**src/rtl/hazard_scoreboard_pkg.sv**
```systemverilog
// Shared types and constants for the execute-stage hazard scoreboard.
// Forwarding is enabled by defining HAZARD_SCOREBOARD_FWD_EN.
package hazard_scoreboard_pkg;

  localparam logic [6:0] OP_JAL    = 7'b1101111;
  localparam logic [6:0] OP_AUIPC  = 7'b0010111;
  localparam logic [6:0] OP_LUI    = 7'b0110111;
  localparam logic [6:0] OP_BRANCH = 7'b1100011;
  localparam logic [6:0] OP_STORE  = 7'b0100011;
  localparam logic [6:0] OP_OP     = 7'b0110011;
  localparam logic [6:0] OP_LOAD   = 7'b0000011;

  localparam logic [1:0] FWD_REG = 2'b00;
  localparam logic [1:0] FWD_EX  = 2'b01;
  localparam logic [1:0] FWD_MEM = 2'b10;
  localparam logic [1:0] FWD_WB  = 2'b11;

  typedef struct packed {
    logic       valid;
    logic [4:0] rd;
    logic       is_load;
  } slot_t;

  function automatic logic slot_hit(input slot_t s, input logic [4:0] r);
    return s.valid && (s.rd == r);
  endfunction

endpackage

```
**src/rtl/hazard_scoreboard_sb_decode.sv**
```systemverilog
// Register-usage decode of one RV32 instruction word; shared with execute.
module sb_decode
  import hazard_scoreboard_pkg::*;
(
  input  logic [31:0] ir_i,
  output logic        uses_rs1_o,
  output logic        uses_rs2_o,
  output logic        writes_rd_o,
  output logic        is_load_o,
  output logic [4:0]  rs1_o,
  output logic [4:0]  rs2_o,
  output logic [4:0]  rd_o
);

  logic [6:0] op;
  logic       unused_bits;

  assign op          = ir_i[6:0];
  assign rd_o        = ir_i[11:7];
  assign rs1_o       = ir_i[19:15];
  assign rs2_o       = ir_i[24:20];
  assign unused_bits = ^{ir_i[31:25], ir_i[14:12]};

  assign uses_rs1_o  = !(op == OP_JAL || op == OP_AUIPC || op == OP_LUI);
  assign uses_rs2_o  = (op == OP_BRANCH) || (op == OP_STORE) || (op == OP_OP);
  assign writes_rd_o = !(op == OP_BRANCH || op == OP_STORE) && (rd_o != 5'd0);
  assign is_load_o   = (op == OP_LOAD);

endmodule

```
**src/rtl/hazard_scoreboard.sv**
```systemverilog
// Central EX/MEM/WB destination scoreboard: issue gating and forwarding selects.
// Define HAZARD_SCOREBOARD_FWD_EN for forwarding; otherwise any in-flight match stalls.
module hazard_scoreboard
  import hazard_scoreboard_pkg::*;
#(
  parameter int CNT_W = 16
) (
  input  logic             clk,
  input  logic             rst_n,
  input  logic [31:0]      id_ir,
  input  logic             id_v,
  output logic             id_r,
  input  logic             adv,
  input  logic             flush,
  output logic [1:0]       fwd_sel_a,
  output logic [1:0]       fwd_sel_b,
  output logic             hazard,
  output logic [CNT_W-1:0] stall_cnt
);

  logic       uses_rs1, uses_rs2, writes_rd, is_load;
  logic [4:0] rs1, rs2, rd;

  sb_decode u_dec (
    .ir_i        (id_ir),
    .uses_rs1_o  (uses_rs1),
    .uses_rs2_o  (uses_rs2),
    .writes_rd_o (writes_rd),
    .is_load_o   (is_load),
    .rs1_o       (rs1),
    .rs2_o       (rs2),
    .rd_o        (rd)
  );

  slot_t            ex_q, mem_q, wb_q, ex_d, mem_d, wb_d;
  logic [CNT_W-1:0] cnt_q, cnt_d;
  logic [1:0][4:0]  src;
  logic [1:0]       src_used, src_hz;
  logic [1:0][1:0]  sel;
  logic             accept;

  assign src      = {rs2, rs1};
  assign src_used = {uses_rs2, uses_rs1};

  for (genvar g = 0; g < 2; g++) begin : g_src
    logic live, m_ex, m_mem, m_wb;
    // x0 is hard-wired zero: never a dependency.
    assign live  = src_used[g] && (src[g] != 5'd0);
    assign m_ex  = live && slot_hit(ex_q,  src[g]);
    assign m_mem = live && slot_hit(mem_q, src[g]);
    assign m_wb  = live && slot_hit(wb_q,  src[g]);
`ifdef HAZARD_SCOREBOARD_FWD_EN
    assign src_hz[g] = m_ex && ex_q.is_load;
    assign sel[g]    = m_ex  ? FWD_EX  :
                       m_mem ? FWD_MEM :
                       m_wb  ? FWD_WB  : FWD_REG;
`else
    // Regfile is written as the producer leaves WB, so wait out all three slots.
    assign src_hz[g] = m_ex | m_mem | m_wb;
    assign sel[g]    = FWD_REG;
`endif
  end

  assign hazard    = |src_hz;
  assign fwd_sel_a = sel[0];
  assign fwd_sel_b = sel[1];
  assign id_r      = adv & ~hazard & ~flush;
  assign accept    = id_v & id_r;
  assign stall_cnt = cnt_q;

  always_comb begin
    ex_d  = ex_q;
    mem_d = mem_q;
    wb_d  = wb_q;
    if (adv) begin
      wb_d  = mem_q;
      mem_d = ex_q;
      ex_d  = '0;
      // Branches/stores and rd==x0 enter as bubbles.
      if (accept && writes_rd) begin
        ex_d.valid   = 1'b1;
        ex_d.rd      = rd;
        ex_d.is_load = is_load;
      end
    end
  end

  always_comb begin
    cnt_d = cnt_q;
    if (id_v && !id_r && (cnt_q != {CNT_W{1'b1}}))
      cnt_d = cnt_q + 1'b1;
  end

  always_ff @(posedge clk) begin
    if (!rst_n) begin
      ex_q  <= '0;
      mem_q <= '0;
      wb_q  <= '0;
      cnt_q <= '0;
    end else begin
      ex_q  <= ex_d;
      mem_q <= mem_d;
      wb_q  <= wb_d;
      cnt_q <= cnt_d;
    end
  end

endmodule

```
**config.mk**
```make
export PLATFORM = sky130hd
export DESIGN_NAME = hazard_scoreboard
export DESIGN_NICKNAME = d
export VERILOG_FILES = /design/src/rtl/hazard_scoreboard_pkg.sv /design/src/rtl/hazard_scoreboard_sb_decode.sv /design/src/rtl/hazard_scoreboard.sv
export SDC_FILE = /design/constraint.sdc
export NUM_CORES = 1
export LEC_CHECK = 0
export BUFFER_PORTS_ARGS = -buffer_cell sky130_fd_sc_hd__buf_2
export CORE_ASPECT_RATIO = 1.75
export CORE_MARGIN = 2
export CORE_UTILIZATION = 55
export DETAILED_ROUTE_END_ITERATION = 10
export PLACE_DENSITY_LB_ADDON = 0.2
export SLEW_MARGIN = 15
export SYNTH_ARGS = -nofsm -noshare
export SYNTH_HDL_FRONTEND = slang
export SYNTH_SLANG_ARGS = --single-unit
```
**constraint.sdc**
```tcl
create_clock -name clk -period 4.3 [get_ports clk]
set_input_delay 0.215 -clock clk [delete_from_list [all_inputs] [get_ports clk]]
set_output_delay 0.215 -clock clk [all_outputs]
set_load 0.02 [all_outputs]
```
==> flow_summary_export.csv <==
group,metric,value,unit
cts,path_clk_slew,60,ps
setup_path,cpMaxStageDelayCell,"o31ai_2",
final_layout,fillers,365,
sta,min_period,2560,ps
place,numPortBuffers,44,
setup_path,reg2reg_depth,8,
yosys,yosysTopAreaCell,"dfxtp_1",
cts,worstSkewPairLatency,280,ps
hold_path,min_from,"id_ir[7]",
yosys,ys.flop_type,"dfxtp_1",
yosys,yosys_warnings,0,
setup_path,cp_slowest_stage_delay,670,ps
global_route,antenna_found_initial,0,
global_route,grt_pass1_wl,7830,um
power,total_power,614,uW
sta,finalSetupViolCount,0,
setup_path,arrival,2680,ps
route,drt_pass1_iterations,4,
route,routed_wl,4890,um
final_layout,areaGrowthSynthToFinish,11.1,%
global_route,grt_max_degree,38,
yosys,ys_seq_area_frac,0.322,
floorplanning,die-area,4370,um^2
floorplanning,chipWidth,50.9,um
floorplanning,num_rows,29,
route,wl_per_cell,15.6,um
sta,rsz0062_at_grt,"no",
sta,hold_violations,0,
route,drtAntennaViolNets,0,
power,vdd_drop_max,211,uV
setup_path,worstPathMaxFanout,14,
floorplanning,coreArea,3660,um^2
cts,cts_tree,"yes",
sta,whs,209,ps
global_route,grt_pass1_vias,1762,
setup_path,r2r-start,"stall_cnt[3]",
yosys,synth_area,2110,um^2
outcome,status,"completed",
setup_path,reg2reg_slack,1740,ps
power,p_per_area,262,nW/um^2
sta,fmax,391,MHz
yosys,async_flop_share,0,
power,leakage,0.959,nW
yosys,netlist.area_leader.share,0.322,
yosys,synth_seq_cells,34,
sta,setup-tns-final,0,ps
yosys,yosysMostFrequentCell,"dfxtp_1",
place,place_congestion,0.845,
floorplanning,die_y,86,um
route,routed-via-count,1871,
global_route,grt-ovfl-total,0,
floorplanning,start_util,0.577,
setup_path,critPathLaunchType,"flip-flop",
floorplanning,io_pins,59,
route,viasPerCell,5.96,
global_route,grt_use_total,0.235,
hold_path,hold_depth,3,
cts,holdBufCountCts,0,
yosys,yosysUniqueCellTypes,43,
final_layout,drive_gt1_frac,0.306,
yosys,syn_inst,227,
sta,clock_skew,2.38,ps
cts,post-cts-setup-buffer-count,0,
sta,worstMarginPinSlew,995,ps
setup_path,required,4420,ps
sta,finalCritPeriodShare,0.595,
setup_path,r2r_end,"stall_cnt[11]",
sta,relSlewSlack,0.336,
place,dp_hpwl,3690,um
hold_path,whs_endpoint,"ex_q[1]",
route,drc,0,
final_layout,antennaDiodeCount,0,
sta,drv_slew,0,
setup_path,critPathKind,"flip-flop to flip-flop",
cts,clockBufferDepth,2,
final_layout,final_nets,306,
setup_path,end_kind,"flip-flop",
route,drt_iter0_markers,39,
hold_path,worstHoldPathType,"input port to flip-flop",
setup_path,crit_chain,"and4_1 -> and3_1 -> and3_1 -> nand2_1 -> o31ai_2 -> buf_4 -> or4_2 -> a21oi_1",
yosys,yosys-top-cells-count,"34 x dfxtp_1, 20 x nor2_1, 20 x xor2_1",
cts,cts_max_level,2,
cts,cts_root_buf,"clkbuf_8",
cts,clock_sinks,34,
yosys,avgSynthCellArea,9.31,um^2
cts,post_cts_resized,0,
setup_path,crit_top_cell,"and3_1",
yosys,synth_edf_count,0,
flow_run,drv_cap,0,
yosys,synthTopCellsByArea,"dfxtp_1 32%, xor2_1 8.3%, mux2i_1 6.6%, xnor2_1 4.1%, nor2_1 3.6%",
cts,cts_buffers,5,
logic make-up after synthesis:
logic type	Yosys count	share of synthesized area
buffers and inverters	20	0.0793
XOR/XNOR	30	0.124
other	1	0.00177
multiplexers	14	0.0663
AND/OR/NAND/NOR	82	0.221
AO/OA/AOI/OAI	45	0.179
flip-flops	34	0.322
adder cells (fa/ha/maj)	1	0.00592
cell type report:
| type | count | area, um^2 | area share |
|---|---|---|---|
| repair buffers | 46 | 235 | 0.100 |
| clock buffers | 5 | 68.8 | 0.0293 |
| inverters | 5 | 18.8 | 0.00800 |
| well taps | 46 | 57.6 | 0.0245 |
| flip-flops and latches | 34 | 681 | 0.290 |
| clock inverters | 2 | 10.0 | 0.00426 |
| multi-input cells | 176 | 1280 | 0.544 |
through the flow:
step	instances	setup slack (ps)	area [um^2]	utilization
after detailed placement	307	1770	2270	0.619
after CTS	314	1750	2350	0.640
after floorplan	230	2160	2120	-
final	314	1740	2350	0.640
after global routing	314	1580	2350	0.640
after global placement	307	1780	2270	0.619
cells in the final DEF, fill, tap and decap left out, types with 2 or more instances in the layout:
cell	synthesis	routed
nor4_1	8	8
nand2_1	9	9
nand3_1	12	12
a32oi_1	5	5
dfxtp_1	34	34
buf_2	0	44
nand4b_1	2	2
and3_1	4	4
o211ai_1	2	2
o21a_1	2	2
xor2_1	20	20
inv_1	5	5
clkbuf_8	3	5
a21oi_2	5	5
or3_2	3	3
a21oi_1	9	9
o31a_2	2	2
clkinv_2	0	2
buf_4	4	2
nor2_1	20	20
nand4_1	7	7
mux2i_1	14	14
o21ai_2	5	5
conb_1	1	4
xnor2_1	10	10
nand2b_1	2	2
or4_1	3	3
or4_2	8	8
o31ai_1	8	8
layer usage:
| metal | track usage | vias to the layer above | part of all wire |
|---|---|---|---|
| met5 | 0 | - | 0 |
| met4 | 0.162 | 0 | 0.045 |
| met3 | 0.0226 | 17 | 0.036 |
| met2 | 0.439 | 63 | 0.53 |
| met1 | 0.233 | 872 | 0.39 |
| li1 | - | 919 | - |
flip-flops by register name, summed over array words and instances, names as in the netlist:
name	flops
mem_q	6
ex_q	6
stall_cnt	16
wb_q	6
critical path, delay by kind of cell (launching register included):
| kind | cells | cell delay (ps) |
|---|---|---|
| flip-flops | 1 | 470 |
| AO/OA/AOI/OAI | 2 | 730 |
| AND/OR/NAND/NOR | 5 | 880 |
| buffers and inverters | 1 | 320 |
worst max path at each step:
stage,end,cells past startpoint,start,slack [ps]
global route,stall_cnt[11],8,stall_cnt[3],1580
CTS,stall_cnt[9],8,mem_q[2],1750
detailed placement,stall_cnt[4],8,mem_q[2],1770
finish,stall_cnt[11],8,stall_cnt[3],1740
floorplan,stall_cnt[13],9,stall_cnt[3],2160
global placement,stall_cnt[9],8,mem_q[1],1780
power by group:
| group | internal (mW) | switching, mW | total, mW | leakage (nW) |
|---|---|---|---|---|
| combinational | 0.0294 | 0.0477 | 0.0771 | 0.641 |
| clock | 0.108 | 0.107 | 0.215 | 0.0438 |
| sequential | 0.318 | 0.00422 | 0.322 | 0.274 |
| total | 0.456 | 0.159 | 0.614 | 0.959 |
(Power assumes the default switching activity.)
